## src/rtl/period_meter_pkg.sv

```systemverilog
// Shared types and defaults for the period meter and its pin synchronizer.
package period_meter_pkg;

    typedef enum logic {
        IDLE    = 1'b0,
        MEASURE = 1'b1
    } pm_state_e;

    // Matches the 26-bit counters used by the blink counter.
    localparam int PM_WIDTH       = 26;
    localparam int PM_SYNC_STAGES = 2;

endpackage

```

## src/rtl/sync_edge.sv

```systemverilog
// Multi-flop synchronizer for an asynchronous pin plus a rising-edge detector.
module sync_edge
    import period_meter_pkg::*;
#(
    parameter int SYNC_STAGES = PM_SYNC_STAGES
) (
    input  logic clk,
    input  logic rst,
    input  logic din,
    output logic s,
    output logic rise
);

    logic [SYNC_STAGES-1:0] sync_q;
    logic                   s_d;
    logic [SYNC_STAGES:0]   vld_pipe;

    always_ff @(posedge clk or posedge rst) begin
        if (rst) begin
            sync_q   <= '0;
            s_d      <= 1'b0;
            vld_pipe <= '0;
        end else begin
            sync_q   <= {sync_q[SYNC_STAGES-2:0], din};
            s_d      <= sync_q[SYNC_STAGES-1];
            vld_pipe <= {vld_pipe[SYNC_STAGES-1:0], 1'b1};
        end
    end

    assign s = sync_q[SYNC_STAGES-1];
    // A pin already high at reset release must not look like an edge against
    // the zeroed flops, so edges count only once s_d holds a real sample.
    assign rise = s & ~s_d & vld_pipe[SYNC_STAGES];

endmodule

```

## src/rtl/period_meter.sv

```systemverilog
// Measures period and high time (in CLK cycles) of an asynchronous square wave,
// publishing each rise-to-rise interval with a one-cycle VALID strobe.
module period_meter
    import period_meter_pkg::*;
#(
    parameter int WIDTH       = PM_WIDTH,
    parameter int SYNC_STAGES = PM_SYNC_STAGES
) (
    input  logic             CLK,
    input  logic             RESET,
    input  logic             I,
    output logic [WIDTH-1:0] PERIOD,
    output logic [WIDTH-1:0] HIGH,
    output logic             VALID,
    output logic             TIMEOUT
);

    localparam logic [WIDTH-1:0] CNT_MAX = '1;
    localparam logic [WIDTH-1:0] CNT_ONE = WIDTH'(1);

    logic             s;
    logic             rise;
    logic [WIDTH-1:0] s_ext;

    pm_state_e        state, state_nxt;
    logic [WIDTH-1:0] cnt, cnt_nxt;
    logic [WIDTH-1:0] hcnt, hcnt_nxt;
    logic [WIDTH-1:0] period_nxt, high_nxt;
    logic             valid_nxt, timeout_nxt;

    sync_edge #(
        .SYNC_STAGES(SYNC_STAGES)
    ) u_sync (
        .clk (CLK),
        .rst (RESET),
        .din (I),
        .s   (s),
        .rise(rise)
    );

    assign s_ext = {{(WIDTH-1){1'b0}}, s};

    always_ff @(posedge CLK or posedge RESET) begin
        if (RESET) begin
            state   <= IDLE;
            cnt     <= '0;
            hcnt    <= '0;
            PERIOD  <= '0;
            HIGH    <= '0;
            VALID   <= 1'b0;
            TIMEOUT <= 1'b0;
        end else begin
            state   <= state_nxt;
            cnt     <= cnt_nxt;
            hcnt    <= hcnt_nxt;
            PERIOD  <= period_nxt;
            HIGH    <= high_nxt;
            VALID   <= valid_nxt;
            TIMEOUT <= timeout_nxt;
        end
    end

    always_comb begin
        state_nxt   = state;
        cnt_nxt     = cnt;
        hcnt_nxt    = hcnt;
        period_nxt  = PERIOD;
        high_nxt    = HIGH;
        valid_nxt   = 1'b0;
        timeout_nxt = TIMEOUT;
        case (state)
            IDLE: begin
                cnt_nxt  = '0;
                hcnt_nxt = '0;
                if (rise) begin
                    state_nxt   = MEASURE;
                    cnt_nxt     = CNT_ONE;
                    hcnt_nxt    = s_ext;
                    timeout_nxt = 1'b0;
                end
            end
            MEASURE: begin
                // A rise on the saturating cycle still publishes normally.
                if (rise) begin
                    period_nxt = cnt;
                    high_nxt   = hcnt;
                    valid_nxt  = 1'b1;
                    cnt_nxt    = CNT_ONE;
                    hcnt_nxt   = CNT_ONE;
                end else if (cnt == CNT_MAX) begin
                    state_nxt   = IDLE;
                    timeout_nxt = 1'b1;
                    cnt_nxt     = '0;
                    hcnt_nxt    = '0;
                end else begin
                    cnt_nxt  = cnt + CNT_ONE;
                    hcnt_nxt = hcnt + s_ext;
                end
            end
            default: begin
                state_nxt = IDLE;
                cnt_nxt   = '0;
                hcnt_nxt  = '0;
            end
        endcase
    end

endmodule

```

## config.mk

```make
export PLATFORM = sky130hd
export DESIGN_NAME = period_meter
export DESIGN_NICKNAME = d
export VERILOG_FILES = /design/src/rtl/period_meter_pkg.sv /design/src/rtl/sync_edge.sv /design/src/rtl/period_meter.sv
export SDC_FILE = /design/constraint.sdc
export NUM_CORES = 1
export LEC_CHECK = 0
export BUFFER_PORTS_ARGS = -buffer_cell sky130_fd_sc_hd__buf_4
export CORE_MARGIN = 5
export CORE_UTILIZATION = 50
export DETAILED_ROUTE_END_ITERATION = 8
export GPL_TIMING_DRIVEN = 0
export PLACE_DENSITY = 0.67
export SLEW_MARGIN = 30
export SYNTH_ARGS = -nofsm -noshare
export SYNTH_HDL_FRONTEND = slang
export SYNTH_SLANG_ARGS = --single-unit
```

## constraint.sdc

```tcl
create_clock -name CLK -period 4.5 [get_ports CLK]
set_clock_uncertainty 0.2 [all_clocks]
set_input_delay 0.225 -clock CLK [delete_from_list [all_inputs] [get_ports CLK]]
set_output_delay 0.225 -clock CLK [all_outputs]
set_load 0.1 [all_outputs]
```

* Word-level counts from Yosys, hierarchy flattened *
Cells that the tools add are included.

storage, ports and cells
  register bits = 113
  word-level logic and storage cells = 39
  input bits = 3

operators by class
  equal/unequal tests = 4
  reduce and logical (&&, ||, !) cells = 2
  multiplexer cells = 17
  bitwise operators = 4
  add/sub/neg operators = 2

operators by type and width
  cell                   count
  $mux 26                4
  $pmux 26 s2            2
  $add 26x1->26          1
  $add 26x1->26 const B  1
  $eq 26x26->1 const B   1
  $mux 1                 9
  $ne 2x2->1 const B     2
  $pmux 1 s2             2
  $reduce_and 3->1       1
  $and 1x1->1            2
  $ne 2x1->1 const B     1
  $not 1->1              2
  $reduce_and 2->1       1

* Depth between registers and ports, before layout *
  depth in word-level cells = 5
  gate-level depth with buffers = 6

* Modules after synthesis *
A second synthesis with hierarchy kept.

second synthesis, totals
  cells, all modules = 422
  area total of the unflattened synthesis = 4968.5 µm²

by module, submodules not included
  module        cells an instance  instances  area each (µm²)
  period_meter  413                1          4802.1
  sync_edge     9                  1          166.4

* Worst setup path before layout *
Ideal clock, no wire load.

  path type = reg-to-reg
  from = reg u_sync.sync_q[1]
  to = reg hcnt[22]
  clock period less this slack = 2.065 ns
  required time = 4.223 ns
  arrival = 1.788 ns
  stages on the path, launching flop included = 7
  path buffers = 0
  library setup time = 0.077 ns
  setup slack = 2.435 ns
  path through = dfrtp_1 > ha_1 > ha_1 > nand4_2 > and4b_1 > or4b_1 > a21oi_1

between the ends
  word-level cells in the longest chain between the ends = 4
  elaborated cells on any way between the ends = 6
  those cells by class = add/sub (1); mux (3); bitwise (2)

RTL lines
  what                                                 line                                 text
  from (decl)                                          sync_edge.sv:14                      logic [SYNC_STAGES-1:0] sync_q;
  from (signal assigned)                               sync_edge.sv:24                      sync_q <= {sync_q[SYNC_STAGES-2:0], din};
  $add 26x1->26 / $and 1x1->1 (equally long branches)  period_meter.sv:97, sync_edge.sv:33
  $mux 26 / $and 1x1->1 (equally long branches)        period_meter.sv:90, sync_edge.sv:33
  $mux 26 (*)                                          period_meter.sv:84                   if (rise) begin
  $pmux 26 s2 (*)                                      period_meter.sv:71                   case (state)
  net hcnt_nxt[22]                                     period_meter.sv:27                   logic [WIDTH-1:0] hcnt, hcnt_nxt;
  to (signal assigned)                                 period_meter.sv:55                   hcnt <= hcnt_nxt;
  to (decl)                                            period_meter.sv:27

Mark *: on every way through the listed nets, which the timed path passes. The rest lies on a longest branch.
A chain may end at the register's enable or synchronous reset.

* Worst setup path in the final report *
  from = reg u_sync.sync_q[1]
  to = reg hcnt[24]

Same word-level chain as after synthesis.

==> reports/results.ini <==
[logic_synthesis]
syn_inst = 407
synth_area_leaders = dfrtp_1 57%, mux2_2 12%, xnor2_1 2.7%
syn-cell-area_um2 = 4920
syn_nets = 414
ys_seq_area_frac = 0.574
yosys.area.top_type_share = 0.574
synth_warnings = 0
synth.avg_cell_area_um2 = 12.1
ys_ff_latch = 113
synthDistinctLibCells = 37
synth_top_cell_by_area = dfrtp_1

[place]
portBuffers = 56
place_area_um2 = 5550
gp_congestion = 0.778
placed_cells = 597
dp_hpwl_um = 6690

[critical_path]
critical_path_class = reg2reg
start_kind = flop
cp.arrival_ns = 2.56
required_ns = 4.73
crit_path_end_kind = flop
cp_max_fo = 10

[floorplan]
dieArea_um2 = 11900
die_h_um = 109
io_pins = 57
start_util = 0.508
rows = 36
core_um2 = 9680
die_w_um = 109

[power_and_ir_drop]
internal_power_mw = 2.07
seq_power_share = 0.390
p_clk_frac = 0.432
irDropWorstVdd_v = 0.000349
power_switching_mw = 0.915
swShare = 0.306
power-per-cell-area_nw_per_um2 = 487
combPwrFrac = 0.178
p_total_mw = 2.99
p_leak_nw = 2.93

[cts]
cts_setup_buffers = 0
clockBufferDepth = 2
insertion_delay_ns = 0.51
cts_root_buf = clkbuf_8
numCtsBuffers = 17
path_clk_slew_ns = 0.05
h-tree-depth = 4
numClockSinks = 113
cts_tree = yes

[timing]
fin_crit_sh = 0.517
slew_viol_final = 0
period_minus_slack_ns = 2.33
clock.fmax_mhz = 430
worst-slew-pin-transition_ns = 0.586
setup_viol = 0
rsz0062_at_grt = false
hold_viol_final = 0
tns_ns = 0
slew_headroom = 0.606

[final_layout]
final_cell_mix = 113 x dfrtp_1, 59 x buf_4, 52 x mux2_2
fill_cells = 765
final_nets = 492
antenna_cells = 0
drive_gt1_frac = 0.314
final-instance-count-excl-fill = 630
layout_commonest_cell = dfrtp_1
stdcell_area_um2 = 6140
area_growth_pct = 24.7

[route]
ant_nets = 0
vias_per_cell = 5.42
drcViolationCount = 0
first_iter_violations = 198
avgRoutedWirePerCell_um = 15.5
vias = 3412
wl_um = 9740
first_pass_iters = 4

[grt]
grt_pass1_vias = 3482
grt_pass1_wl_um = 17000
grt_start_max_net_pins = 84
antenna_found_initial = 0
grt-ovfl-total = 0
track_usage = 0.182

[worst_hold_path]
min_path_type = in2async

[run]
max-cap-violations = 0

[run_status]
status = completed

worst max-delay path, stage by stage (launching register included):
cell     delay [ns]
dfrtp_1        0.38
ha_1           0.16
ha_1           0.21
nand4_2        0.29
and4b_1        0.40
or4b_1         0.45
a21oi_1        0.15
final cells by class:
cell class	count	area, um^2	area share
Inverter	13	56.3	0.00917
Buffer	16	86.3	0.0141
Timing Repair Buffer	59	468	0.0762
Clock inverter	11	139	0.0226
Sequential cell	113	2830	0.461
Clock buffer	20	435	0.0709
Tap cell	133	166	0.0271
Multi-Input combinational cell	265	1960	0.319
worst paths after layout:
kind | from | to | slack [ns] | cells after the start
setup / recovery | u_sync.sync_q[1] | hcnt[24] | 2.17 | 6
hold / removal | RESET | HIGH[1] | 0.03 | 3
setup reg to reg | u_sync.sync_q[1] | hcnt[24] | 2.17 | 6
hold reg to reg | u_sync.vld_pipe[1] | u_sync.vld_pipe[2] | 0.15 | 0
max in group asynchronous | RESET | cnt[20] | 3.40 | 4
min in group CLK | u_sync.vld_pipe[1] | u_sync.vld_pipe[2] | 0.15 | 0
timing repair:
action,4_1_cts,5_1_grt
resized for setup,0,0
hold endpoints to repair,114,0
hold buffers,2,0
kinds of logic (layout without fill, tap and decap cells):
| kind of cell | count (synthesis) | in the layout | share of synthesized area |
|---|---|---|---|
| multiplexers | 52 | 52 | 0.119 |
| AND/OR/NAND/NOR | 132 | 132 | 0.158 |
| buffers and inverters | 29 | 119 | 0.0274 |
| AO/OA/AOI/OAI | 50 | 50 | 0.0640 |
| flip-flops | 113 | 113 | 0.574 |
| other | 1 | 1 | 0.000762 |
| XOR/XNOR | 26 | 26 | 0.0463 |
| adder cells (fa/ha/maj) | 4 | 4 | 0.0102 |
metal layers:
layer,global-route usage,part of all wire,vias to the layer above
li1,-,-,1628
met1,0.231,0.44,1705
met2,0.298,0.50,67
met3,0.0527,0.042,12
met4,0.0659,0.012,0
met5,0,0,-
metrics by stage:
stage / hold WS, ns / utilization / worst slack (ns)
after floorplan: 0.0564 / - / 1.09
after global placement: 0.136 / 0.569 / -0.154
after detailed placement: -0.00588 / 0.573 / 2.20
after CTS: 0.00872 / 0.634 / 2.17
after global routing: 0.0248 / 0.634 / 2.04
final: 0.0289 / 0.634 / 2.17
synth_stat cells:
library cell,count
a21oi_1,22
or4b_1,2
nand3_1,14
clkbuf_1,6
conb_1,1
ha_1,4
and2_1,4
nor3_1,5
nand4_1,17
and4_1,7
nand3b_1,1
xor2_1,11
o21ai_0,9
or2_2,1
nor4_1,1
and4b_1,1
buf_6,1
buf_2,6
nand4_4,2
nor2_1,32
o41ai_1,2
or3_1,6
buf_4,3
mux2_2,52
a21o_1,1
xnor2_1,15
o31ai_1,14
nand3_4,1
a31o_2,1
nor4b_1,2
nand4_2,1
inv_1,13
or4_1,13
nand2_1,17
and3_1,5
dfrtp_1,113
o31ai_4,1
registers in the layout (all words and copies together), names as in the netlist:
signal	count
u_sync.vld_pipe	3
VALID	1
state	1
cnt	26
hcnt	26
TIMEOUT	1
u_sync.s_d	1
PERIOD	26
HIGH	26
u_sync.sync_q	2
power by group through the flow:
stage	Clock, mW	Combinational [mW]	Sequential [mW]
6_report	1.29	0.531	1.17
5_1_grt	1.37	0.560	1.17
4_1_cts	1.32	0.538	1.17
3_5_place_dp	0	0.533	1.18
3_3_place_gp	0	0.519	1.18
2_1_floorplan	0	0.139	1.45
Power figures use the tool's default switching activity.
